`src/rtl/shift_rows_unit.sv`:
```
// AES/Rijndael ShiftRows for NB = 4, 6 or 8 columns, selectable forward/inverse
// per state, followed by a small output FIFO with valid/ready on both sides.
module shift_rows_unit #(
    parameter int NB         = 4,
    parameter int FIFO_DEPTH = 2,
    localparam int W         = 32 * NB,
    localparam int LW        = $clog2(FIFO_DEPTH + 1)
) (
    input  logic          clk,
    input  logic          rst_n,
    input  logic          flush,
    input  logic          in_valid,
    output logic          in_ready,
    input  logic          in_inv,
    input  logic [W-1:0]  in_data,
    output logic          out_valid,
    input  logic          out_ready,
    output logic [W-1:0]  out_data,
    output logic          out_inv,
    output logic [LW-1:0] level
);

    localparam int PW = (FIFO_DEPTH > 1) ? $clog2(FIFO_DEPTH) : 1;

    if (!(NB == 4 || NB == 6 || NB == 8) || FIFO_DEPTH < 2 || FIFO_DEPTH > 8) begin : g_bad_params
        $error("shift_rows_unit: illegal NB or FIFO_DEPTH");
    end

    // Handshake: a state moves on a rising edge where valid and ready are both 1;
    // in_ready looks only at the entry count, never at out_ready.
    logic [W-1:0]  fwd_state;
    logic [W-1:0]  inv_state;
    logic [W-1:0]  shifted;
    logic [W:0]    mem [FIFO_DEPTH];
    logic [W:0]    head;
    logic [PW-1:0] wr_ptr;
    logic [PW-1:0] rd_ptr;
    logic          ready_en;
    logic          push;
    logic          pop;

    // Byte k = 4*c + r sits at bits [W-1-8k -: 8]; every index here is a constant.
    for (genvar c = 0; c < NB; c++) begin : g_col
        for (genvar r = 0; r < 4; r++) begin : g_row
            localparam int OFF   = (NB == 8 && r >= 2) ? r + 1 : r;
            localparam int FWD_C = (c + OFF) % NB;
            localparam int INV_C = (c + NB - OFF) % NB;
            assign fwd_state[W-1-8*(4*c+r) -: 8] = in_data[W-1-8*(4*FWD_C+r) -: 8];
            assign inv_state[W-1-8*(4*c+r) -: 8] = in_data[W-1-8*(4*INV_C+r) -: 8];
        end
    end

    assign shifted   = in_inv ? inv_state : fwd_state;
    assign in_ready  = ready_en && (level < LW'(FIFO_DEPTH));
    assign out_valid = (level != '0);
    assign push      = in_valid && in_ready;
    assign pop       = out_valid && out_ready;

    // Gating the head with out_valid keeps stale or reset-era entries off the bus.
    assign head     = mem[rd_ptr];
    assign out_data = out_valid ? head[W-1:0] : '0;
    assign out_inv  = out_valid & head[W];

    function automatic logic [PW-1:0] next_ptr(input logic [PW-1:0] p);
        return (p == PW'(FIFO_DEPTH - 1)) ? '0 : p + PW'(1);
    endfunction

    always_ff @(posedge clk or negedge rst_n) begin
        if (!rst_n) begin
            wr_ptr   <= '0;
            rd_ptr   <= '0;
            level    <= '0;
            ready_en <= 1'b0;
        end else begin
            ready_en <= 1'b1;
            if (flush) begin
                wr_ptr <= '0;
                rd_ptr <= '0;
                level  <= '0;
            end else begin
                if (push) wr_ptr <= next_ptr(wr_ptr);
                if (pop)  rd_ptr <= next_ptr(rd_ptr);
                case ({push, pop})
                    2'b10:   level <= level + LW'(1);
                    2'b01:   level <= level - LW'(1);
                    default: level <= level;
                endcase
            end
        end
    end

    always_ff @(posedge clk) begin
        if (push && !flush) mem[wr_ptr] <= {in_inv, shifted};
    end

endmodule
```
`config.mk`:
```
export PLATFORM = sky130hd
export DESIGN_NAME = shift_rows_unit
export DESIGN_NICKNAME = d
export VERILOG_FILES = /design/src/rtl/shift_rows_unit.sv
export SDC_FILE = /design/constraint.sdc
export NUM_CORES = 1
export LEC_CHECK = 0
export ABC_AREA = 1
export ABC_CLOCK_PERIOD_IN_PS = 7820
export BUFFER_PORTS_ARGS = -buffer_cell sky130_fd_sc_hd__clkbuf_2
export CORE_MARGIN = 1.5
export CORE_UTILIZATION = 53
export CTS_CLUSTER_DIAMETER = 40
export CTS_CLUSTER_SIZE = 12
export DETAILED_ROUTE_END_ITERATION = 7
export PLACE_DENSITY = 0.88
export SETUP_SLACK_MARGIN = 0.5
export SKIP_LAST_GASP = 1
export SLEW_MARGIN = 10
export SYNTH_ARGS = -nofsm -noshare
export SYNTH_HDL_FRONTEND = slang
export SYNTH_SLANG_ARGS = --single-unit
```
`constraint.sdc`:
```
create_clock -name clk -period 7.82 [get_ports clk]
set_input_delay 2.346 -clock clk [delete_from_list [all_inputs] [get_ports clk]]
set_output_delay 2.346 -clock clk [all_outputs]
set_load 0.02 [all_outputs]
```
==> flow_summary.yaml, run 1 <==
power_and_ir_drop:
  p_per_area_nw_per_um2: 267
  leakage_nw: 5.32
  irDropWorstVdd_uv: 250
run:
  cap_viol_max_count: 0
worst_setup_path:
  worstPathMaxFanout: 73
  arrival_ns: 3.23
  start_kind: "flop"
  critPathMaxStageDelay_ns: 0.72
  cp_slowest_cell: "dfrtp_4"
  crit_type: "flop to output pin"
  startpoint: "rd_ptr"
  end_kind: "output pin"
  cp_cell_sequence: "inv_4 > buf_4 > nand2_1 > a21oi_1 > clkbuf_2"
  critPathRequiredTime_ns: 5.47
  r2r_start: "level[1]"
  reg2reg_slack_ns: 5.08
synth:
  synth-seq-cells: 263
  synth_largest_area_cell: "edfxtp_1"
  yosys_warnings: 0
  synthesis.area_sq_um: 10600
  synth_top_area_frac: 0.730
  synth_nets: 1035
  synth_enable_flop_cells: 258
  yosys-top-cells-area: "edfxtp_1 73%, nand2_1 11%, a21oi_1 7.6%"
  async_flop_share: 0.0190
  avgSynthCellArea_sq_um: 11.8
  yosys.cell_count.top_type: "nand2_1"
  ys.flop_type: "edfxtp_1"
  ys_types: 17
  ys_seq_area_frac: 0.742
  synth_common_cells: "303 x nand2_1, 258 x edfxtp_1, 162 x a21oi_1"
  netlist_instances: 901
min_path:
  hold_path_class: "flop to flop"
  holdCritStartpoint: "wr_ptr"
cts:
  cts_buffers: 31
  clk_latency_ns: 0.53
  clk_path_buf_depth: 3
  cts_tree: "built"
  cts_root_buf: "clkbuf_16"
  ctsHoldBuffers: 0
  clock_sinks: 263
  path_clk_slew_ns: 0.05
  ctsResizeCount: 0
  h-tree-depth: 1
  cts_setup_buffers: 0
cells_and_area:
  fillers: 1413
  area_growth_pct: 23.2
  final_area_sq_um: 13100
  multi_input_area_sq_um: 2320
  finalNetCount: 1287
  drive_gt1_frac: 0.277
  final_cells: 1437
  seqCellArea_sq_um: 7880
  insertedDiodeCount: 0
timing:
  fin_crit_ns: 5.58
  tightestPinTransition_ns: 0.976
  fmax_mhz: 179
  setup_viol: 0
  finalClockSkew_ns: 0.0220
  rsz0062_at_grt: "no"
  period_share: 0.713
  hold_viol: 0
  tns_ns: 0
  whs_ns: 0.564
  drv_slew: 0
  slew_headroom: 0.349
  setup_ws_ns: 2.24
routing:
  wl_per_cell_microns: 16.5
  drtAntennaViolNets: 0
  routed_wl_microns: 23800
  drc_errors: 0
  via_per_inst: 5.28
  vias: 7587
  drt-pass1-iter-count: 5
  drt_iter0_markers: 510
place:
  dp_cells: 1385
  dpl.hpwl_microns: 14600
  portBuffers: 266
  place_congestion: 0.784
  post_dp_cell_area_sq_um: 12100
  pre_cts_slack_ns: 2.79
die:
  die_y_microns: 144
  design.portCount: 267
  rows: 51
  die_w_microns: 144
  coreArea_sq_um: 19500
  initial_utilization: 0.543
  die_area_sq_um: 20900
global_route:
  grt_util_all_layers: 0.217
  grt_max_degree: 77
  grt_pass1_wl_microns: 35100
  overflow: 0
  grt_pass1_vias: 7289
  antenna_found_initial: 0
status:
  run_status: "complete, no violations"
## area by class of cell
class	count	share of cell area
sequential	263	0.603
multi-input combinational	542	0.177
timing repair buffer	275	0.107
clock inverter	19	0.0156
tap	265	0.0254
clock buffer	33	0.0600
inverter	40	0.0117
## path summary, 6_finish.rpt
kind,to,cells after the start
worst min-delay path,wr_ptr,1
worst max register to register,mem[0][127],6
worst min register to register,wr_ptr,1
max in group asynchronous,rd_ptr,1
min in group asynchronous,level[0],1
worst max-delay path,out_data[52],5
## registers in the layout (all words and copies together) (netlist names)
signal / cells
rd_ptr: 1
ready_en: 1
mem: 258
level: 2
wr_ptr: 1
## metal layers
metal	global-route usage	vias up	wire [microns]
met5	0	-	0
met2	0.388	354	12000
li1	-	3618	-
met1	0.253	3560	8940
met3	0.0520	55	2030
met4	0.0851	0	733
## where the power goes
group | switching (mW) | total [mW] | internal, mW | leakage [nW]
logic | 0.367 | 0.509 | 0.142 | 2.44
registers | 0.0211 | 1.62 | 1.60 | 2.41
clock network | 0.518 | 1.37 | 0.849 | 0.475
## cell families after synthesis
family	share of synthesized area
AOI/OAI and AO/OA	0.0939
and+or+nand+nor	0.122
DFF	0.742
buffers and inverters	0.0413
other	0.000354
## per-stage QoR
step           utilization  power (mW)
3_5_place_dp         0.619        2.15
2_1_floorplan            -        1.97
6_report             0.669        3.49
3_3_place_gp         0.619        2.14
5_1_grt              0.669        3.62
4_1_cts              0.669        3.51
## layout by cell type, fill, tap and decap left out, types with 4 or more instances in the layout
| cell | n |
|---|---|
| bufinv_16 | 4 |
| clkinv_1 | 7 |
| edfxtp_1 | 258 |
| clkbuf_2 | 265 |
| nand2_1 | 303 |
| o21ai_0 | 34 |
| nor2_1 | 34 |
| inv_1 | 38 |
| clkbuf_16 | 31 |
| buf_4 | 10 |
| dfrtp_1 | 4 |
| a21oi_1 | 162 |
## critical path: cells and delay by family (launching register included)
kind	cells	cell delay [ns]
compound gates	1	0.28
buf+inv	3	1.53
simple gates	1	0.10
flops	1	0.72
No activity file was read; power rests on OpenSTA's default activity.
==> inputs of run 2 (changes only) <==
- ABC_CLOCK_PERIOD_IN_PS: 7820 -> 5600
- clock period: 7.82 -> 5.6 ns (I/O delays scaled with it)
==> flow_summary.yaml, run 2 (synthesis results as in run 1) <==
worst_setup_path:
  critPathRequiredTime_ns: 3.92
  path_buf_inv: 3
  cp_slowest_cell: "inv_4"
  crit_type: "flop to output pin"
  worstPathMaxFanout: 97
  arrival_ns: 2.97
  end_kind: "output pin"
  critPathMaxStageDelay_ns: 0.81
  cpLargestDelayFamily: "buffers and inverters"
  cp_cell_sequence: "inv_4 > buf_4 > nand2_1 > a21oi_1 > clkbuf_2"
  start_kind: "flop"
cells_and_area:
  layout_common_cells: "303 x nand2_1, 265 x clkbuf_2, 258 x edfxtp_1"
  top_regs: "mem x258, level x2"
  final_cells: 1439
  area_growth_pct: 23.4
  drive_gt1_frac: 0.279
  regMostFlops: "mem"
  insertedDiodeCount: 0
  layout_commonest_cell: "nand2_1"
  finalNetCount: 1289
  largest_reg_flops: 258
power_and_ir_drop:
  p_int_mw: 3.58
  p_sw_frac: 0.264
  leakage_nw: 5.34
  irDropWorstVdd_uv: 269
  p_switching_mw: 1.28
  comb_power_share: 0.149
  power.share.clock: 0.387
  p_per_area_nw_per_um2: 372
  pwr-share-seq: 0.464
timing:
  period_share: 0.830
  rsz0062_at_grt: "no"
  whs_ns: 0.563
  tns_ns: 0
  setup_viol: 0
  fin_crit_ns: 4.65
  setup_ws_ns: 0.952
  fmax_mhz: 215
  hold_viol: 0
  finalClockSkew_ns: 0.0135
  drv_slew: 0
  tightestPinTransition_ns: 1.17
  slew_headroom: 0.223
global_route:
  use_met3: 0.0606
  grt_use_met1: 0.255
  grt_pass1_wl_microns: 36100
  antenna_found_initial: 2
  use_met2: 0.406
  busiest_layer: "met2"
  grt_pass1_vias: 7503
  grt_max_degree: 131
  grt_util_all_layers: 0.225
  overflow: 0
cts:
  clock_sinks: 263
  clk_path_buf_depth: 3
  h-tree-depth: 1
  ctsResizeCount: 0
  cts_root_buf: "clkbuf_16"
  ctsHoldBuffers: 0
  cts_buffers: 31
  clk_latency_ns: 0.54
  path_clk_slew_ns: 0.06
  cts_tree: "built"
  cts_setup_buffers: 0
routing:
  drt_iter0_markers: 486
  vias: 7609
  drc_errors: 0
  via_per_inst: 5.29
  drt-pass1-iter-count: 5
  wl_per_cell_microns: 16.9
  drtAntennaViolNets: 0
  routed_wl_microns: 24300
place:
  place_congestion: 0.862
  portBuffers: 266
  dp_cells: 1387
  dpl.hpwl_microns: 15500
  pre_cts_slack_ns: 1.50
die:
  die_w_microns: 144
  rows: 51
  design.portCount: 267
  initial_utilization: 0.543
  coreArea_sq_um: 19500
  die_area_sq_um: 20900
  die_y_microns: 144
run:
  cap_viol_max_count: 0
min_path:
  hold_path_class: "flop to flop"
status:
  run_status: "complete, no violations"
## run 2: cell types whose count changed in the layout (fill, tap and decap cells not counted), sizes merged
cell / before / now
bufinv: 4 / 3
clkbuf: 298 / 300
clkinv: 10 / 11
clkinvlp: 3 / 1
buf: 10 / 12
## run 2: worst paths after layout
| check | start | endpoint | slack [ns] | cells past startpoint |
|---|---|---|---|---|
| max | rd_ptr | out_data[42] | 0.95 | 5 |
| min | wr_ptr | wr_ptr | 0.56 | 1 |
| max reg2reg | level[1] | mem[0][28] | 3.08 | 6 |
| min reg2reg | wr_ptr | wr_ptr | 0.56 | 1 |
| max in group asynchronous | rst_n | rd_ptr | 4.46 | 1 |
| min in group asynchronous | rst_n | level[0] | 0.97 | 1 |
## run 2: through the flow
stage,power (mW),util,area [sq um]
after floorplan,2.75,-,10600
after global placement,2.99,0.621,12100
after detailed placement,3.02,0.621,12100
after CTS,4.89,0.670,13100
after global routing,5.03,0.670,13100
final,4.86,0.670,13100
## run 2: layout make-up
cell class                      count  area (sq um)
Clock buffer                       35           791
Clock inverter                     17           175
Fill cell                        1386          6440
Inverter                           40           153
Multi-Input combinational cell    542          2320
Sequential cell                   263          7880
Tap cell                          265           332
Timing Repair Buffer              277          1440
## run 2: layer usage
layer  up-vias  share of wire
met5         -         0.0011
met1      3567           0.36
li1       3617              -
met4         4          0.030
met2       358           0.52
met3        63          0.087
## run 2: power by group through the flow
stage	Combinational (mW)	Clock [mW]	Sequential [mW]
2_1_floorplan	0.464	0	2.28
3_3_place_gp	0.695	0	2.30
3_5_place_dp	0.719	0	2.30
4_1_cts	0.724	1.91	2.26
5_1_grt	0.789	1.99	2.26
6_report	0.722	1.88	2.26
==> inputs of run 3 (changes only) <==
- ABC_AREA: 1 -> 0
- ABC_CLOCK_PERIOD_IN_PS: 5600 -> 4520
- PLACE_DENSITY: 0.88 -> 0.87
- clock period: 5.6 -> 4.52 ns (I/O delays scaled with it)
==> flow_summary.yaml, run 3 <==
synth:
  yosys.cell_count.top_type: "edfxtp_1"
  synth_nets: 776
  ys_types: 23
  synth_largest_area_cell: "edfxtp_1"
  synth_common_cells: "258 x edfxtp_1, 131 x nor2_1, 129 x mux2i_1"
  avgSynthCellArea_sq_um: 16.9
  yosys-top-cells-area: "edfxtp_1 71%, mux2i_1 12%, mux2_2 6.6%"
  ys_seq_area_frac: 0.725
  synth_top_area_frac: 0.714
  synthesis.area_sq_um: 10900
  netlist_instances: 642
  synth_enable_flop_cells: 258
  yosys_warnings: 0
  ys.flop_type: "edfxtp_1"
  async_flop_share: 0.0190
  synth-seq-cells: 263
worst_setup_path:
  reg2reg_slack_ns: 2.27
  r2r_end: "mem[1][77]"
  critPathRequiredTime_ns: 3.16
  crit_type: "flop to output pin"
  start_kind: "flop"
  startpoint: "rd_ptr"
  crit_path_end: "out_data[121]"
  cp_slowest_cell: "dfrtp_4"
  critPathMaxStageDelay_ns: 0.77
  arrival_ns: 2.28
  worstPathMaxFanout: 29
  cp_cell_sequence: "buf_4 > mux2i_1 > nor2_1 > clkbuf_2"
  worst-r2r-cell-count: 3
  r2r_start: "level[1]"
  end_kind: "output pin"
cells_and_area:
  layout_common_cells: "265 x clkbuf_2, 258 x edfxtp_1, 131 x nor2_1"
  layout_commonest_cell: "clkbuf_2"
  finalNetCount: 1053
  area_growth_pct: 23.7
  largest_reg_flops: 258
  drive_gt1_frac: 0.417
  regMostFlops: "mem"
  top_regs: "mem x258, level x2"
cts:
  clock_sinks: 263
  ctsHoldBuffers: 0
  h-tree-depth: 2
  clk_path_buf_depth: 3
  ctsResizeCount: 0
  cts_setup_buffers: 0
  cts_root_buf: "clkbuf_16"
  cts_buffers: 34
  clk_latency_ns: 0.49
  cts_tree: "built"
  path_clk_slew_ns: 0.05
routing:
  via_per_inst: 5.19
  vias: 6294
  drtAntennaViolNets: 0
  drt-pass1-iter-count: 4
  wl_per_cell_microns: 17.3
  routed_wl_microns: 20900
  drc_errors: 0
  drt_iter0_markers: 336
run:
  cap_viol_max_count: 0
global_route:
  overflow: 0
  grt_pass1_vias: 6574
  grt_util_all_layers: 0.195
  grt_pass1_wl_microns: 32800
  antenna_found_initial: 1
  grt_max_degree: 77
status:
  run_status: "complete, no violations"
timing:
  hold_viol: 0
  fin_crit_ns: 3.64
  slew_headroom: 0.423
  drv_slew: 0
  period_share: 0.805
  setup_ws_ns: 0.881
  finalClockSkew_ns: 0.0153
  fmax_mhz: 275
  tightestPinTransition_ns: 0.865
  rsz0062_at_grt: "no"
  setup_viol: 0
power_and_ir_drop:
  p_total_mw: 5.85
  leakage_nw: 5.00
  p_per_area_nw_per_um2: 436
  irDropWorstVdd_uv: 344
die:
  initial_utilization: 0.538
  coreArea_sq_um: 20200
  die_w_microns: 146
  design.portCount: 267
  die_y_microns: 146
  die_area_sq_um: 21400
  rows: 52
place:
  pre_cts_slack_ns: 1.38
  dpl.hpwl_microns: 13600
  place_congestion: 0.745
  portBuffers: 266
min_path:
  holdCritStartpoint: "ready_en"
  hold_path_class: "flop to flop"
run 3: cell count changes after synthesis, sizes merged, moves of 16 or more:
cell	change
a21oi	-162
buf	-16
inv	-38
mux2	+64
mux2i	+129
nand2	-302
nor2	+95
o21ai	-32
run 3: cell type report:
| cell class | count | area (sq um) |
|---|---|---|
| Antenna cell | 1 | 2.50 |
| Clock buffer | 43 | 948 |
| Clock inverter | 16 | 160 |
| Fill cell | 1379 | 6740 |
| Inverter | 2 | 7.51 |
| Multi-Input combinational cell | 341 | 2640 |
| Sequential cell | 263 | 7880 |
| Tap cell | 270 | 338 |
| Timing Repair Buffer | 277 | 1460 |
run 3: critical path, delay by kind of cell, from the launching register on:
family / cells / cell delay, ns
muxes: 1 / 0.27
buffers and inverters: 2 / 0.67
DFF: 1 / 0.77
and+or+nand+nor: 1 / 0.07
run 3: worst min path at each step:
| stage | to | slack [ns] | cells after the start |
|---|---|---|---|
| floorplan | level[1] | 0.53 | 2 |
| global placement | level[1] | 0.55 | 2 |
| detailed placement | level[1] | 0.57 | 2 |
| CTS | level[1] | 0.58 | 2 |
| global route | level[1] | 0.63 | 2 |
| finish | level[1] | 0.59 | 2 |
run 3: cell families (layout without fill, tap and decap cells):
family | Yosys count | in the layout | synth area share
other | 1 | 2 | 0.000345
DFF | 263 | 263 | 0.725
buffers and inverters | 38 | 338 | 0.0345
xor gates and xnor gates | 2 | 2 | 0.00161
and+or+nand+nor | 140 | 140 | 0.0504
AOI/OAI and AO/OA | 5 | 5 | 0.00277
muxes | 193 | 193 | 0.185
run 3: per-layer routing:
| layer | wire [microns] | vias up | GRT usage |
|---|---|---|---|
| li1 | - | 2965 | - |
| met1 | 8100 | 3049 | 0.229 |
| met2 | 10700 | 244 | 0.343 |
| met3 | 1730 | 36 | 0.0628 |
| met4 | 391 | 0 | 0.0606 |
| met5 | 0 | - | 0 |
run 3: power breakdown:
| group | switching (mW) | internal (mW) |
|---|---|---|
| logic | 0.308 | 0.204 |
| registers | 0.0242 | 2.75 |
| clock network | 0.951 | 1.61 |
| total | 1.28 | 4.57 |
run 3: stage by stage:
| step | TNS [ns] | cells | cell area [sq um] | util | hold WS (ns) |
|---|---|---|---|---|---|
| 3_3_place_gp | 0 | 1153 | 12300 | 0.611 | 0.553 |
| 6_report | 0 | 1213 | 13400 | 0.666 | 0.588 |
| 3_5_place_dp | 0 | 1153 | 12300 | 0.611 | 0.575 |
| 2_1_floorplan | -187.75 | 642 | 10900 | - | 0.534 |
| 5_1_grt | 0 | 1212 | 13400 | 0.666 | 0.626 |
| 4_1_cts | 0 | 1212 | 13400 | 0.666 | 0.584 |
